File: config.mk
export PLATFORM = sky130hd
export DESIGN_NAME = cpu_core_gen
export DESIGN_NICKNAME = d
export VERILOG_FILES = /design/src/rtl/cpu_gen_pkg.sv /design/src/rtl/cpu_gen_alu.sv /design/src/rtl/cpu_core_gen.sv
export SDC_FILE = /design/constraint.sdc
export NUM_CORES = 1
export LEC_CHECK = 0
export ABC_AREA = 1
export CORE_MARGIN = 2
export CORE_UTILIZATION = 57
export CTS_CLUSTER_SIZE = 10
export DETAILED_ROUTE_END_ITERATION = 10
export DONT_BUFFER_PORTS = 1
export PLACE_DENSITY_LB_ADDON = 0.2
export SETUP_SLACK_MARGIN = 0.1
export SLEW_MARGIN = 20
export SYNTH_ARGS = -nofsm -noshare
export SYNTH_HDL_FRONTEND = slang
export SYNTH_SLANG_ARGS = --single-unit
File: constraint.sdc
create_clock -name clk_i -period 2.3 [get_ports clk_i]
set_clock_uncertainty 0.05 [all_clocks]
set_input_delay 0.46 -clock clk_i [delete_from_list [all_inputs] [get_ports clk_i]]
set_output_delay 0.46 -clock clk_i [all_outputs]
set_load 0.02 [all_outputs]
File: src/rtl/cpu_gen_pkg.sv
`default_nettype none
// ============================================================================
//  Module   : cpu_gen_pkg
//  Purpose  : Shared opcodes, FSM state encoding and flag bit positions for
//             the parametrised accumulator CPU (cpu_core_gen).
//  Revision : 1.0 - initial release
// ============================================================================
package cpu_gen_pkg;

    // Opcodes: instruction word is {op[3:0], imm[DATA_W-1:0]}
    localparam logic [3:0] OP_NOP = 4'h0;
    localparam logic [3:0] OP_LDI = 4'h1;
    localparam logic [3:0] OP_ADD = 4'h2;
    localparam logic [3:0] OP_SUB = 4'h3;
    localparam logic [3:0] OP_AND = 4'h4;
    localparam logic [3:0] OP_OR  = 4'h5;
    localparam logic [3:0] OP_XOR = 4'h6;
    localparam logic [3:0] OP_IN  = 4'h7;
    localparam logic [3:0] OP_OUT = 4'h8;
    localparam logic [3:0] OP_JMP = 4'h9;
    localparam logic [3:0] OP_JZ  = 4'hA;
    localparam logic [3:0] OP_JC  = 4'hB;
    localparam logic [3:0] OP_SHL = 4'hC;
    localparam logic [3:0] OP_SHR = 4'hD;
    localparam logic [3:0] OP_MUL = 4'hE;
    localparam logic [3:0] OP_HLT = 4'hF;

    // Control FSM states
    typedef enum logic [1:0] {
        ST_IDLE  = 2'd0,
        ST_FETCH = 2'd1,
        ST_EXEC  = 2'd2,
        ST_HALT  = 2'd3
    } state_e;

    // Flag bit positions within {C,Z,V,N}
    localparam int F_C = 3;
    localparam int F_Z = 2;
    localparam int F_V = 1;
    localparam int F_N = 0;

endpackage
`default_nettype wire

File: src/rtl/cpu_gen_alu.sv
`default_nettype none
// ============================================================================
//  Module   : cpu_gen_alu
//  Purpose  : Combinational ALU for cpu_core_gen. Produces the result, the
//             candidate {C,Z,V,N} flags and a mask of which flags the opcode
//             updates. A set Z bit in the mask also means "write acc".
//  Config   : CPU_MUL_EN - when defined, opcode E is an unsigned multiply;
//             otherwise opcode E behaves as NOP and no multiplier exists.
//  Revision : 1.0 - initial release
// ============================================================================
module cpu_gen_alu
    import cpu_gen_pkg::*;
#(
    parameter int DATA_W = 8
) (
    input  logic [3:0]        i_op,
    input  logic [DATA_W-1:0] i_a,
    input  logic [DATA_W-1:0] i_b,
    output logic [DATA_W-1:0] o_result,
    output logic [3:0]        o_flags,
    output logic [3:0]        o_upd
);

    localparam int         c_msb      = DATA_W - 1;
    localparam logic [3:0] c_upd_all  = 4'b1111;
    localparam logic [3:0] c_upd_zn   = 4'((1 << F_Z) | (1 << F_N));

    logic [DATA_W:0] w_sum;
    logic [DATA_W:0] w_diff;
    logic            w_c;
    logic            w_v;

    assign w_sum  = {1'b0, i_a} + {1'b0, i_b};
    assign w_diff = {1'b0, i_a} - {1'b0, i_b};   // msb set means borrow (a < b)

`ifdef CPU_MUL_EN
    logic [2*DATA_W-1:0] w_prod;
    assign w_prod = i_a * i_b;
`endif

    // Result, carry/overflow and update mask per opcode
    always_comb begin
        o_result = i_a;
        w_c      = 1'b0;
        w_v      = 1'b0;
        o_upd    = 4'b0000;
        case (i_op)
            OP_LDI, OP_IN: begin
                o_result = i_b;
                o_upd    = c_upd_zn;
            end
            OP_ADD: begin
                o_result = w_sum[DATA_W-1:0];
                w_c      = w_sum[DATA_W];
                w_v      = (i_a[c_msb] == i_b[c_msb]) && (w_sum[c_msb] != i_a[c_msb]);
                o_upd    = c_upd_all;
            end
            OP_SUB: begin
                o_result = w_diff[DATA_W-1:0];
                w_c      = w_diff[DATA_W];
                w_v      = (i_a[c_msb] != i_b[c_msb]) && (w_diff[c_msb] != i_a[c_msb]);
                o_upd    = c_upd_all;
            end
            OP_AND: begin
                o_result = i_a & i_b;
                o_upd    = c_upd_all;
            end
            OP_OR: begin
                o_result = i_a | i_b;
                o_upd    = c_upd_all;
            end
            OP_XOR: begin
                o_result = i_a ^ i_b;
                o_upd    = c_upd_all;
            end
            OP_SHL: begin
                o_result = {i_a[DATA_W-2:0], 1'b0};
                w_c      = i_a[c_msb];
                o_upd    = c_upd_all;
            end
            OP_SHR: begin
                o_result = {1'b0, i_a[DATA_W-1:1]};
                w_c      = i_a[0];
                o_upd    = c_upd_all;
            end
`ifdef CPU_MUL_EN
            OP_MUL: begin
                o_result = w_prod[DATA_W-1:0];
                w_c      = |w_prod[2*DATA_W-1:DATA_W];
                o_upd    = c_upd_all;
            end
`endif
            OP_NOP, OP_OUT, OP_JMP, OP_JZ, OP_JC, OP_HLT: ;
            default: ;
        endcase
    end

    // Assemble the flag vector from the selected result
    always_comb begin
        o_flags      = 4'b0000;
        o_flags[F_C] = w_c;
        o_flags[F_Z] = (o_result == '0);
        o_flags[F_V] = w_v;
        o_flags[F_N] = o_result[c_msb];
    end

endmodule
`default_nettype wire

File: src/rtl/cpu_core_gen.sv
`default_nettype none
// ============================================================================
//  Module   : cpu_core_gen
//  Purpose  : Parametrised accumulator CPU with on-chip program RAM, a
//             run/halt control FSM (2 cycles per instruction), conditional
//             jumps and an output-valid strobe.
//  Config   : CPU_MUL_EN - enables opcode E (MUL) inside cpu_gen_alu.
//  Revision : 1.0 - initial release
// ============================================================================
module cpu_core_gen
    import cpu_gen_pkg::*;
#(
    parameter int DATA_W = 8,
    parameter int PC_W   = 4
) (
    input  logic                 clk_i,
    input  logic                 rst_ni,
    input  logic                 run_i,
    input  logic                 prog_we_i,
    input  logic [PC_W-1:0]      prog_addr_i,
    input  logic [4+DATA_W-1:0]  prog_data_i,
    input  logic [DATA_W-1:0]    in_i,
    output logic [DATA_W-1:0]    out_o,
    output logic                 out_valid_o,
    output logic [3:0]           flags_o,
    output logic [PC_W-1:0]      pc_o,
    output logic                 halted_o
);

    localparam int IW    = 4 + DATA_W;
    localparam int DEPTH = 2 ** PC_W;

    state_e              r_state;
    state_e              w_state_nxt;
    logic [PC_W-1:0]     r_pc;
    logic [IW-1:0]       r_ir;
    logic [DATA_W-1:0]   r_acc;
    logic [DATA_W-1:0]   r_out;
    logic                r_out_valid;
    logic [3:0]          r_flags;
    logic [IW-1:0]       r_mem [DEPTH];

    logic [3:0]          w_op;
    logic [DATA_W-1:0]   w_imm;
    logic [DATA_W-1:0]   w_b;
    logic [DATA_W-1:0]   w_alu_res;
    logic [3:0]          w_alu_flags;
    logic [3:0]          w_alu_upd;
    logic                w_take;

    assign w_op  = r_ir[IW-1 -: 4];
    assign w_imm = r_ir[DATA_W-1:0];
    assign w_b   = (w_op == OP_IN) ? in_i : w_imm;

    // Jumps test the flags left by the previous instruction
    assign w_take = (w_op == OP_JMP)
                 || ((w_op == OP_JZ) && r_flags[F_Z])
                 || ((w_op == OP_JC) && r_flags[F_C]);

    cpu_gen_alu #(
        .DATA_W (DATA_W)
    ) u_alu (
        .i_op     (w_op),
        .i_a      (r_acc),
        .i_b      (w_b),
        .o_result (w_alu_res),
        .o_flags  (w_alu_flags),
        .o_upd    (w_alu_upd)
    );

    // Program RAM: writable only while idle, never reset
    always_ff @(posedge clk_i) begin
        if ((r_state == ST_IDLE) && prog_we_i) begin
            r_mem[prog_addr_i] <= prog_data_i;
        end
    end

    // FSM state register
    always_ff @(posedge clk_i or negedge rst_ni) begin
        if (!rst_ni) begin
            r_state <= ST_IDLE;
        end else begin
            r_state <= w_state_nxt;
        end
    end

    // FSM next-state: run_i low aborts FETCH/EXEC and releases HALT
    always_comb begin
        w_state_nxt = r_state;
        case (r_state)
            ST_IDLE:  if (run_i) w_state_nxt = ST_FETCH;
            ST_FETCH: w_state_nxt = run_i ? ST_EXEC : ST_IDLE;
            ST_EXEC: begin
                if (!run_i)               w_state_nxt = ST_IDLE;
                else if (w_op == OP_HLT)  w_state_nxt = ST_HALT;
                else                      w_state_nxt = ST_FETCH;
            end
            ST_HALT:  if (!run_i) w_state_nxt = ST_IDLE;
            default:  w_state_nxt = ST_IDLE;
        endcase
    end

    // Datapath: instruction fetch, execute, pc sequencing and output register
    always_ff @(posedge clk_i or negedge rst_ni) begin
        if (!rst_ni) begin
            r_pc        <= '0;
            r_ir        <= '0;
            r_acc       <= '0;
            r_out       <= '0;
            r_out_valid <= 1'b0;
            r_flags     <= '0;
        end else begin
            r_out_valid <= 1'b0;
            case (r_state)
                ST_FETCH: begin
                    if (run_i) r_ir <= r_mem[r_pc];
                    else       r_pc <= '0;
                end
                ST_EXEC: begin
                    if (run_i) begin
                        // Every acc-writing opcode updates Z, so Z's mask bit doubles as acc enable
                        if (w_alu_upd[F_Z]) r_acc <= w_alu_res;
                        r_flags <= (r_flags & ~w_alu_upd) | (w_alu_flags & w_alu_upd);
                        if (w_op == OP_OUT) begin
                            r_out       <= r_acc;
                            r_out_valid <= 1'b1;
                        end
                        r_pc <= w_take ? w_imm[PC_W-1:0] : r_pc + PC_W'(1);
                    end else begin
                        r_pc <= '0;
                    end
                end
                ST_HALT: begin
                    if (!run_i) r_pc <= '0;
                end
                default: ;
            endcase
        end
    end

    assign out_o       = r_out;
    assign out_valid_o = r_out_valid;
    assign flags_o     = r_flags;
    assign pc_o        = r_pc;
    assign halted_o    = (r_state == ST_HALT);

endmodule
`default_nettype wire

* Word-level counts from Yosys, hierarchy flattened
Memories as Yosys holds them, arrays and structs flattened. A register that Yosys moved wholly into a read port is not among the register bits.
Index checks and enable logic that the tools add are counted.
** Cells by class
- Add/subtract/negate cells :: 3
- Multipliers :: 0
- Div/mod/pow operators :: 0
- Magnitude comparators :: 0
- Eq/ne operators :: 24
- Shifts and indexed selects :: 0
- Muxes and demuxes :: 20
- Bitwise logic cells :: 7
- Reductions and logical operators :: 20
** Operators by type and width (number)
- $pmux 8 s8 :: 1
- $eq 4x4->1 const B :: 7
- $eq 4x3->1 const B :: 4
- $pmux 4 s2 :: 2
- $mux 4 :: 3
- $mux 2 :: 5
- $add 8x8->9 :: 1
- $sub 8x8->9 :: 1
- $and 4x4->4 :: 2
- $and 8x8->8 :: 1
- $eq 4x2->1 const B :: 2
- $logic_not 8->1 :: 1
- $mux 8 :: 1
- $or 8x8->8 :: 1
- $pmux 2 s4 :: 1
- $reduce_and 2->1 :: 4
- $xor 8x8->8 :: 1
- $reduce_or 7->1 :: 1
- $ne 2x2->1 const B :: 3
- $reduce_and 3->1 :: 2
- $logic_and 1x1->1 :: 5
- $mux 1 :: 5
- $add 4x1->4 const B :: 1
- $eq 2x2->1 const B :: 2
- 13 further kinds :: 17
** Word-level totals
- Register bits :: 27
- Bits in latches :: 0
- Bits in writable memories :: 192
- ROM bits :: 0
- Output and inout port bits :: 18
- Memories kept :: 1
** Memories
- r_mem :: words 16, width 12, rd ports 1, clocked after Yosys merged registers in 1, wr ports 1, RTL line cpu_core_gen.sv:41 : logic [IW-1:0] r_mem [DEPTH];

* Logic depth before layout (Yosys ltp)
Gate-level depths: netlist of run 1.
- Word-level depth :: 8
- Depth in mapped cells :: 21

* Hierarchy
From an unflattened synthesis of run 1, not the netlist that was laid out.
** Unflattened totals
- Cells, all modules :: 1170
- Area total of the unflattened synthesis :: 11210.8 sq um
** By module, submodules not included
- cpu_core_gen :: instances 1, cells an instance 856, area each 9524.1 sq um
- cpu_gen_alu :: instances 1, cells an instance 314, area each 1686.6 sq um

* Worst setup path before layout of run 1
No wires, ideal clock.
- Kind :: register -> register
- From :: register r_ir[9] (read register of r_mem)
- To :: register with a tool-made name
- Setup time :: 0.065 ns
- Data arrival time :: 2.448 ns
- Setup slack :: -0.263 ns
- Cell stages (with the launch flop) :: 19
- Path buffers :: 0
- Cell sequence :: dfrtp_1 -> nand2_2 -> inv_1 -> nand2_4 -> o21a_2 -> inv_1 -> ha_1 -> inv_1 -> fa_1 -> nand3b_1 -> nand2_1 -> nand2_1 -> nand2_1 -> nand2_1 -> nand3_1 -> nand4_1 -> nor2_1 -> nand3_1 -> nand2_1
** RTL lines
- start: declaration :: RTL line cpu_core_gen.sv:36 : logic [IW-1:0] r_ir;

==> results of run 1 <==
registers in the layout, indices dropped and copies added (netlist names), named ones only:
register	count
r_mem	192
pc_o	4
out_o	8
out_valid_o	1
r_acc	8
r_ir	12
r_state	2
worst max-delay path by stage:
| stage | cells after the start | endpoint | slack, ns |
|---|---|---|---|
| 3_3_place_gp | 18 | register | -0.29 |
| 6_report | 17 | register | -0.26 |
| 5_1_grt | 17 | register | -0.39 |
| 4_1_cts | 17 | register | -0.29 |
| 2_1_floorplan | 18 | register | -0.12 |
| 3_5_place_dp | 18 | register | -0.31 |
area by class of cell:
| cell class | count | area (um^2) |
|---|---|---|
| inverter | 85 | 327 |
| multi-input combinational | 702 | 3990 |
| timing repair buffer | 124 | 1160 |
| sequential | 231 | 6750 |
| clock buffer | 47 | 761 |
| tap | 234 | 293 |
| clock inverter | 3 | 18.8 |
| fill | 1318 | 5280 |
cells in the mapped netlist (all sizes together) (2+ instances only):
library cell / instances / area, um^2
a21oi: 16 / 80.1
buf: 14 / 71.3
clkbuf: 32 / 120
dfrtp: 39 / 976
edfxtp: 192 / 5770
fa: 2 / 40.0
ha: 26 / 325
inv: 85 / 319
nand2: 171 / 664
nand3: 46 / 230
nand3b: 2 / 15.0
nand4: 4 / 25.0
nor2: 192 / 746
nor3: 3 / 20.0
o21a: 2 / 16.3
o21ai: 165 / 841
o22ai: 64 / 400
xor2: 4 / 35.0
cells by family after synthesis:
group,Yosys count
AND/OR/NAND/NOR,418
AO/OA/AOI/OAI,251
flip-flops,231
buffers and inverters,131
adder cells (fa/ha/maj),28
XOR/XNOR,5
routing by layer:
layer / wire length, um / GRT usage, % / share of wire [%]
met1: 11900 / 40.5 / 41
met2: 13600 / 45.9 / 47
met3: 2340 / 4.25 / 8.2
met4: 958 / 10.3 / 3.3
met5: 0 / 0 / 0
through the flow:
stage | hold WS [ns] | total power, mW | setup WS [ns]
3_3_place_gp | 0.115 | 9.37 | -0.292
3_5_place_dp | 0.115 | 9.38 | -0.305
5_1_grt | 0.121 | 15.3 | -0.385
2_1_floorplan | 0.114 | 7.83 | -0.121
6_report | 0.0878 | 14.6 | -0.263
4_1_cts | 0.0770 | 13.9 | -0.291
power breakdown:
| group | internal, mW | switching, mW |
|---|---|---|
| sequential | 4.81 | 0.342 |
| clock | 2.22 | 1.56 |
| combinational | 2.31 | 3.33 |
| total | 9.34 | 5.23 |
repair_timing:
item,in CTS,in global routing
resized for setup,79,50
pin swaps,38,45
endpoints found under the setup margin,11,11
hold buffers,14,0
endpoints found under the hold margin,231,0
setup buffers,14,7
worst max-delay path: cells and delay by family, from the launching register on:
kind	cells	cell delay, ns
fa+ha+maj	2	0.63
simple gates	11	1.01
buf+inv	3	0.13
flops	1	0.44
compound gates	1	0.21
==> summary.md, run 1 <==
| Metric | Value |
|---|---|
| CTS tree | done |
| GRT overflow | 0 |
| IO buf count | 0 |
| Post-DP HPWL | 18.2 mm |
| Yosys warnings | 0 |
| Full die area | 19900 um^2 |
| FMAX | 390 MHz |
| DR vias | 8403 |
| Commonest non-fill, non-tap cell in the layout | edfxtp_1 |
| Main combinational cell family by area after synthesis | simple AND/OR/NAND/NOR gates |
| H-tree levels | 1 |
| Setup tns final | -1.50 ns |
| R2R depth | 17 |
| Fin. Hold Viols | 0 |
| Cell variety after synth | 35 |
| WL final | 28.7 mm |
| Cts bufs inserted | 27 |
| Drt initial violations | 850 |
| Period minus WS final | 2.56 ns |
| Synth Area in Compound Gates | 12.7% |
| Final instance area | 13300 um^2 |
| Max VDD drop | 0.000670 V |
| # rows | 50 |
| CTS Sinks | 231 |
| Most used DFF post-synth | edfxtp_1 |
| Worst reg-to-reg setup slack | -0.26 ns |
| Critical Path Most Common Cell | nand2_1 |
| Multiplexer share of the synthesized area | 0% |
| Nets | 1227 |
| Worst-Margin Slew | 0.620 ns |
| Drt via density | 5.89 |
| Ports | 46 |
| Syn_area_per_cell | 10.1 um^2 |
| Placer Congestion | 0.960 |
| Critical Path AT | 2.98 ns |
| Hold Path Depth | 2 |
| Area Overhead vs Synth | 24.0% |
| Synth Area in XOR/XNOR | 0.408% |
| CP Launch Type | register |
| Placed cells | 1341 |
| First-pass GRT wire length | 43.9 mm |
| Post-DP Area | 11700 um^2 |
| Slew margin rel. | 58.6% |
| Ys async rst share | 16.9% |
| Hold Crit Endpoint | r_state[0] |
| Post-synth EDFFs | 192 |
| Status | finished, violations left |
| Max-Cap Viols | 0 |
| Post-Synth Simple-Gate Area | 15.9% |
| Clock root buffer | clkbuf_16 |
| Leakage | 5.19 nW |
| Final core occ | 71.6% |
| CTS clk-pin slew, worst paths | 0.06 ns |
| Largest net degree at the start of global routing | 100 |
| Crit end category | register |
| Initial Utilization | 57.7% |
| Ant diodes | 0 |
| Worst EP required | 2.72 ns |
| Final setup viols | 11 |
| Final worst setup slack | -0.263 ns |
| HP Class | in2reg |
| CP Max Fanout | 7 |
| Worst setup path start | r_ir[11] |
| Die height | 141 um |
| Yosys reg bits | 231 |
| Critical path's largest stage delay | 0.51 ns |
| Layout Cells excl Fill | 1426 |
| Adder-Cell Fraction of Synth Area | 3.41% |
| Core area | 18600 um^2 |
| Unrepaired setup endpoints after global routing | yes |
| Final period utilization | 111% |
| Share of layout cells above drive strength 1 | 21.4% |
| Power Density | 1100 nW/um^2 |
| Reg2reg start | r_ir[11] |
| Syn Nets | 1120 |
| Die Width | 141 um |
| WS Path Type | reg2reg |
| Mapped cell area | 10700 um^2 |
| Synth Instances | 1064 |
| Slowest CP cell | fa_2 |
| Vias in the first global route | 7983 |
| Failing checks | negative setup slack |
| CTS Buffer Depth | 3 |
| Seq/Total Area, Yosys | 62.8% |
| Worst-skew pair later-pin latency | 0.53 ns |
| Hold wc startpoint | run_i |
| Post-DRT Antenna Nets | 0 |
| Post-route DRC | 0 |
| Post-detailed-route wirelength per cell | 20.1 um |
| Initial antenna violation count | 0 |
| Total GRT Usage | 28.7% |
| Most frequent cells in the layout | 192 x edfxtp_1, 183 x nor2_1, 145 x o21ai_0, 135 x nand2_1, 88 x buf_4 |
| Pins Over Slew Limit | 0 |
| Worst-path cell chain | nor2_4, nand2_4, o21a_4, inv_4, ha_4, inv_2, fa_2, inv_2, nand3_2, nand2_1, nor2_1, nand3_1, nand2_1, nand3_2, nor3_4, nand3_1, nand2_1 |
| Drt first pass iters | 5 |
Note: power is estimated with default switching activity, not from simulation.
==> run 2, diff against run 1 <==
--- a/config.mk
+++ b/config.mk
@@ -5,7 +5,7 @@
 export SDC_FILE = /design/constraint.sdc
 export NUM_CORES = 1
 export LEC_CHECK = 0
-export ABC_AREA = 1
+export ABC_AREA = 0
 export CORE_MARGIN = 2
 export CORE_UTILIZATION = 57
 export CTS_CLUSTER_SIZE = 10
==> constraint.sdc (replaced) <==
create_clock -name clk_i -period 2.18 [get_ports clk_i]
set_clock_uncertainty 0.05 [all_clocks]
set_input_delay 0.436 -clock clk_i [delete_from_list [all_inputs] [get_ports clk_i]]
set_output_delay 0.436 -clock clk_i [all_outputs]
set_load 0.02 [all_outputs]
==> run 2 against run 1 <==
- the flow still finishes with violations (negative setup slack)
- non-clock buffer count is 44 higher
- wire length grew 2.5%
- sequential power up 4.3%
- critical path type unchanged
- total power rose by 3.2%
==> summary.md, run 2 <==
| Metric | Value |
|---|---|
| Max VDD drop | 0.000940 V (+40%) |
| Reg power frac | 35.7% (+0.4 points) |
| Worst-path cell chain | nand4b_4, mux2_4, ha_4, inv_2, fa_2, xnor2_1, mux4_2, a211o_1, a2111oi_2, o2111a_1, a32o_1 |
| Final period utilization | 146% (+34 points) |
| Sequential Area | 6750 um^2 (about the same) |
| Hold WS | 0.0355 ns (-0.0523 ns) |
| Drt via density | 6.27 (+6.3%) |
| Mapped cell area | 10700 um^2 (-0.36%) |
| Clock root buffer | clkbuf_16 |
| Post-DRT Antenna Nets | 0 (unchanged) |
| Setup tns final | -7.43 ns (-5.93 ns) |
| Switch share | 32.6% (-3.3 points) |
| Synth area leaders | edfxtp_1 54%, dfrtp_1 9.1%, mux2i_1 5.5%, mux4_2 5.3%, o221ai_1 3.3% |
| Post-synth top area cell | edfxtp_1 |
| Largest net degree at the start of global routing | 40 (-60%) |
| DR vias | 7337 (-13%) |
| WS Path Type | reg2reg |
| Syn_area_per_cell | 14.0 um^2 (+39%) |
| Initial Utilization | 57.5% (-0.21 points) |
| Post-route DRC | 0 (unchanged) |
| Commonest cells in the synthesized netlist | 192 x edfxtp_1, 72 x nand2_1, 59 x mux2i_1 |
| Vias in the first global route | 7532 (-5.6%) |
| Final setup viols | 11 (unchanged) |
| Die Width | 141 um (-0.18%) |
| Largest register FFs | 192 (unchanged) |
| Internal | 10.1 mW (+8.5%) |
| Fin. Hold Viols | 0 (unchanged) |
| Met1 GRT Util | 39.8% (-0.64 points) |
| Regs by FF count | r_mem (192), r_ir (12) |
| CTS tree | done |
| CP Max Fanout | 5 (-2) |
| GRT overflow | 0 (unchanged) |
| Slowest CP cell | mux4_2 |
| CTS clk-pin slew, worst paths | 0.06 ns (about the same) |
| Leakage | 4.86 nW (-6.2%) |
| Cts bufs inserted | 27 (unchanged) |
| Power Density | 1120 nW/um^2 (+2.0%) |
| Ant diodes | 0 (unchanged) |
| Net load switching power | 4.91 mW (-6.2%) |
| Crit end category | register |
| Nets | 972 (-21%) |
| CTS Buffer Depth | 3 (unchanged) |
| Status | finished, violations left |
| Most frequent cells in the layout | 192 x edfxtp_1, 142 x buf_4, 72 x nand2_1, 58 x mux2i_1 |
| CTS Sinks | 231 (unchanged) |
| Worst-Margin Slew | 0.602 ns (-0.0180 ns) |
| Ports | 46 (unchanged) |
| IO buf count | 0 (unchanged) |
| H-tree levels | 1 (unchanged) |
| Post-synth EDFFs | 192 (unchanged) |
| Clk pwr share | 27.2% (+1.2 points) |
| Most frequent cell after synthesis | edfxtp_1 |
| Synth top area share | 53.9% (+0.20 points) |
| Seq/Total Area, Yosys | 63.1% (+0.23 points) |
| Slew margin rel. | 59.8% (+1.2 points) |
| Critical path's largest stage delay | 0.45 ns (-0.06 ns) |
| Worst EP required | 2.59 ns (-0.13 ns) |
| Unrepaired setup endpoints after global routing | yes |
| Met3 Use GR | 5.43% (+1.2 points) |
| Initial antenna violation count | 0 (unchanged) |
| Most used DFF post-synth | edfxtp_1 |
| Most used routing layer | met2 |
| Comb power frac | 37.1% (-1.6 points) |
| Ys async rst share | 16.9% (unchanged) |
| HP Class | in2reg |
| First-pass GRT wire length | 44.4 mm (+1.1%) |
| # fillers | 1177 (-11%) |
| Failing checks | negative setup slack |
| Pins Over Slew Limit | 0 (unchanged) |
| Critical Path AT | 3.59 ns (+0.61 ns) |
| CP Launch Type | register |
| Commonest non-fill, non-tap cell in the layout | edfxtp_1 |
| Total GRT Usage | 29.8% (+1.2 points) |
| Yosys reg bits | 231 (unchanged) |
| Syn Nets | 820 (-27%) |
| Post-DP HPWL | 19.9 mm (+9.3%) |
| Multi-input gate area | 4120 um^2 (+3.2%) |
| Full die area | 19900 um^2 (-0.35%) |
| Drt initial violations | 635 (-25%) |
| Max-Cap Viols | 0 (unchanged) |
| Final worst setup slack | -0.995 ns (-0.732 ns) |
| WL final | 29.5 mm (+2.5%) |
| Die height | 141 um (-0.18%) |
| Cell variety after synth | 67 (+91%) |
| Area Overhead vs Synth | 25.9% |
| Worst-skew pair later-pin latency | 0.52 ns (about the same) |
| Synth Instances | 764 (-28%) |
| Met2 usage | 50.0% (+4.1 points) |
| Post-detailed-route wirelength per cell | 25.2 um (+25%) |
| Yosys warnings | 0 (unchanged) |
| FMAX | 315 MHz (-19%) |
| Share of layout cells above drive strength 1 | 31.1% (+9.7 points) |
| Top reg by flops | r_mem |
| Core area | 18600 um^2 (unchanged) |
| # rows | 50 (unchanged) |
| Placer Congestion | 0.904 (-5.9%) |
| Period minus WS final | 3.17 ns (+0.612 ns) |
| Drt first pass iters | 5 (unchanged) |
==> run 2: worst max-delay path: cells and delay by family, from the launching register on <==
kind	cells	cell delay, ns
flops	1	0.37
fa+ha+maj	2	0.49
simple gates	1	0.23
mux	2	0.71
xor+xnor	1	0.13
buf+inv	1	0.03
compound gates	4	1.10
==> run 2: routing by layer <==
layer  routed length (um)  up-vias
met1                11700     3649
li1                     -     3279
met5                    0        -
met3                 2210       72
met2                14600      337
met4                  881        0
==> run 2: area by class of cell <==
class | instances | share of cell area, %
Clock inverter | 3 | 0.325
Sequential cell | 231 | 50.1
Timing Repair Buffer | 168 | 10.4
Multi-Input combinational cell | 461 | 30.6
Clock buffer | 47 | 5.58
Tap cell | 234 | 2.18
Inverter | 27 | 0.790
==> run 2: repair_timing <==
| item | CTS | global route |
|---|---|---|
| pin swaps | 11 | 12 |
| resized for setup | 41 | 40 |
| setup endpoints to repair | 15 | 34 |
| setup buffers | 4 | 9 |
| endpoints found under the hold margin | 232 | 0 |
| cloned | 0 | 0 |
| hold buffers | 15 | 0 |
==> run 2: through the flow <==
| stage | worst slack, ns | instance area, um^2 | std cells | power (mW) | utilization (%) |
|---|---|---|---|---|---|
| 4_1_cts | -0.981 | 13200 | 1163 | 14.5 | 71.1 |
| 3_3_place_gp | -0.941 | 12000 | 1094 | 9.84 | 64.7 |
| 2_1_floorplan | -0.859 | 10800 | 764 | 8.05 | - |
| 6_report | -0.995 | 13500 | 1171 | 15.0 | 72.4 |
| 3_5_place_dp | -0.984 | 12000 | 1094 | 9.89 | 64.7 |
| 5_1_grt | -1.11 | 13500 | 1171 | 15.7 | 72.4 |
==> run 2: path summary, 6_finish.rpt <==
| path | from | endpoint | slack [ns] | cells past startpoint |
|---|---|---|---|---|
| min in group asynchronous | rst_ni | async pin | 0.35 | 2 |
| worst max register to register | r_ir[11] | register | -0.99 | 11 |
| worst max-delay path | r_ir[11] | register | -0.99 | 11 |
| max in group asynchronous | rst_ni | pc_o[0] | 1.50 | 2 |
| worst min-delay path | run_i | r_state[0] | 0.04 | 2 |
| worst min register to register | r_ir[4] | r_ir[4] | 0.53 | 3 |
==> run 2: cell families (layout without fill, tap and decap cells) <==
kind of cell	Yosys count	after routing	synth area share [%]
DFF	231	231	63.1
AOI/OAI and AO/OA	161	161	10.8
xor gates and xnor gates	4	4	0.328
and+or+nand+nor	179	179	8.08
muxes	89	89	11.4
buffers and inverters	72	245	2.94
adders and majority gates	28	28	3.42
==> run 2: power by group through the flow <==
stage / Combinational (mW) / Sequential, mW / Clock, mW
finish: 5.58 / 5.37 / 4.09
global placement: 4.39 / 5.45 / 0
detailed placement: 4.43 / 5.46 / 0
CTS: 5.00 / 5.36 / 4.13
floorplan: 2.65 / 5.40 / 0
global route: 5.95 / 5.40 / 4.31
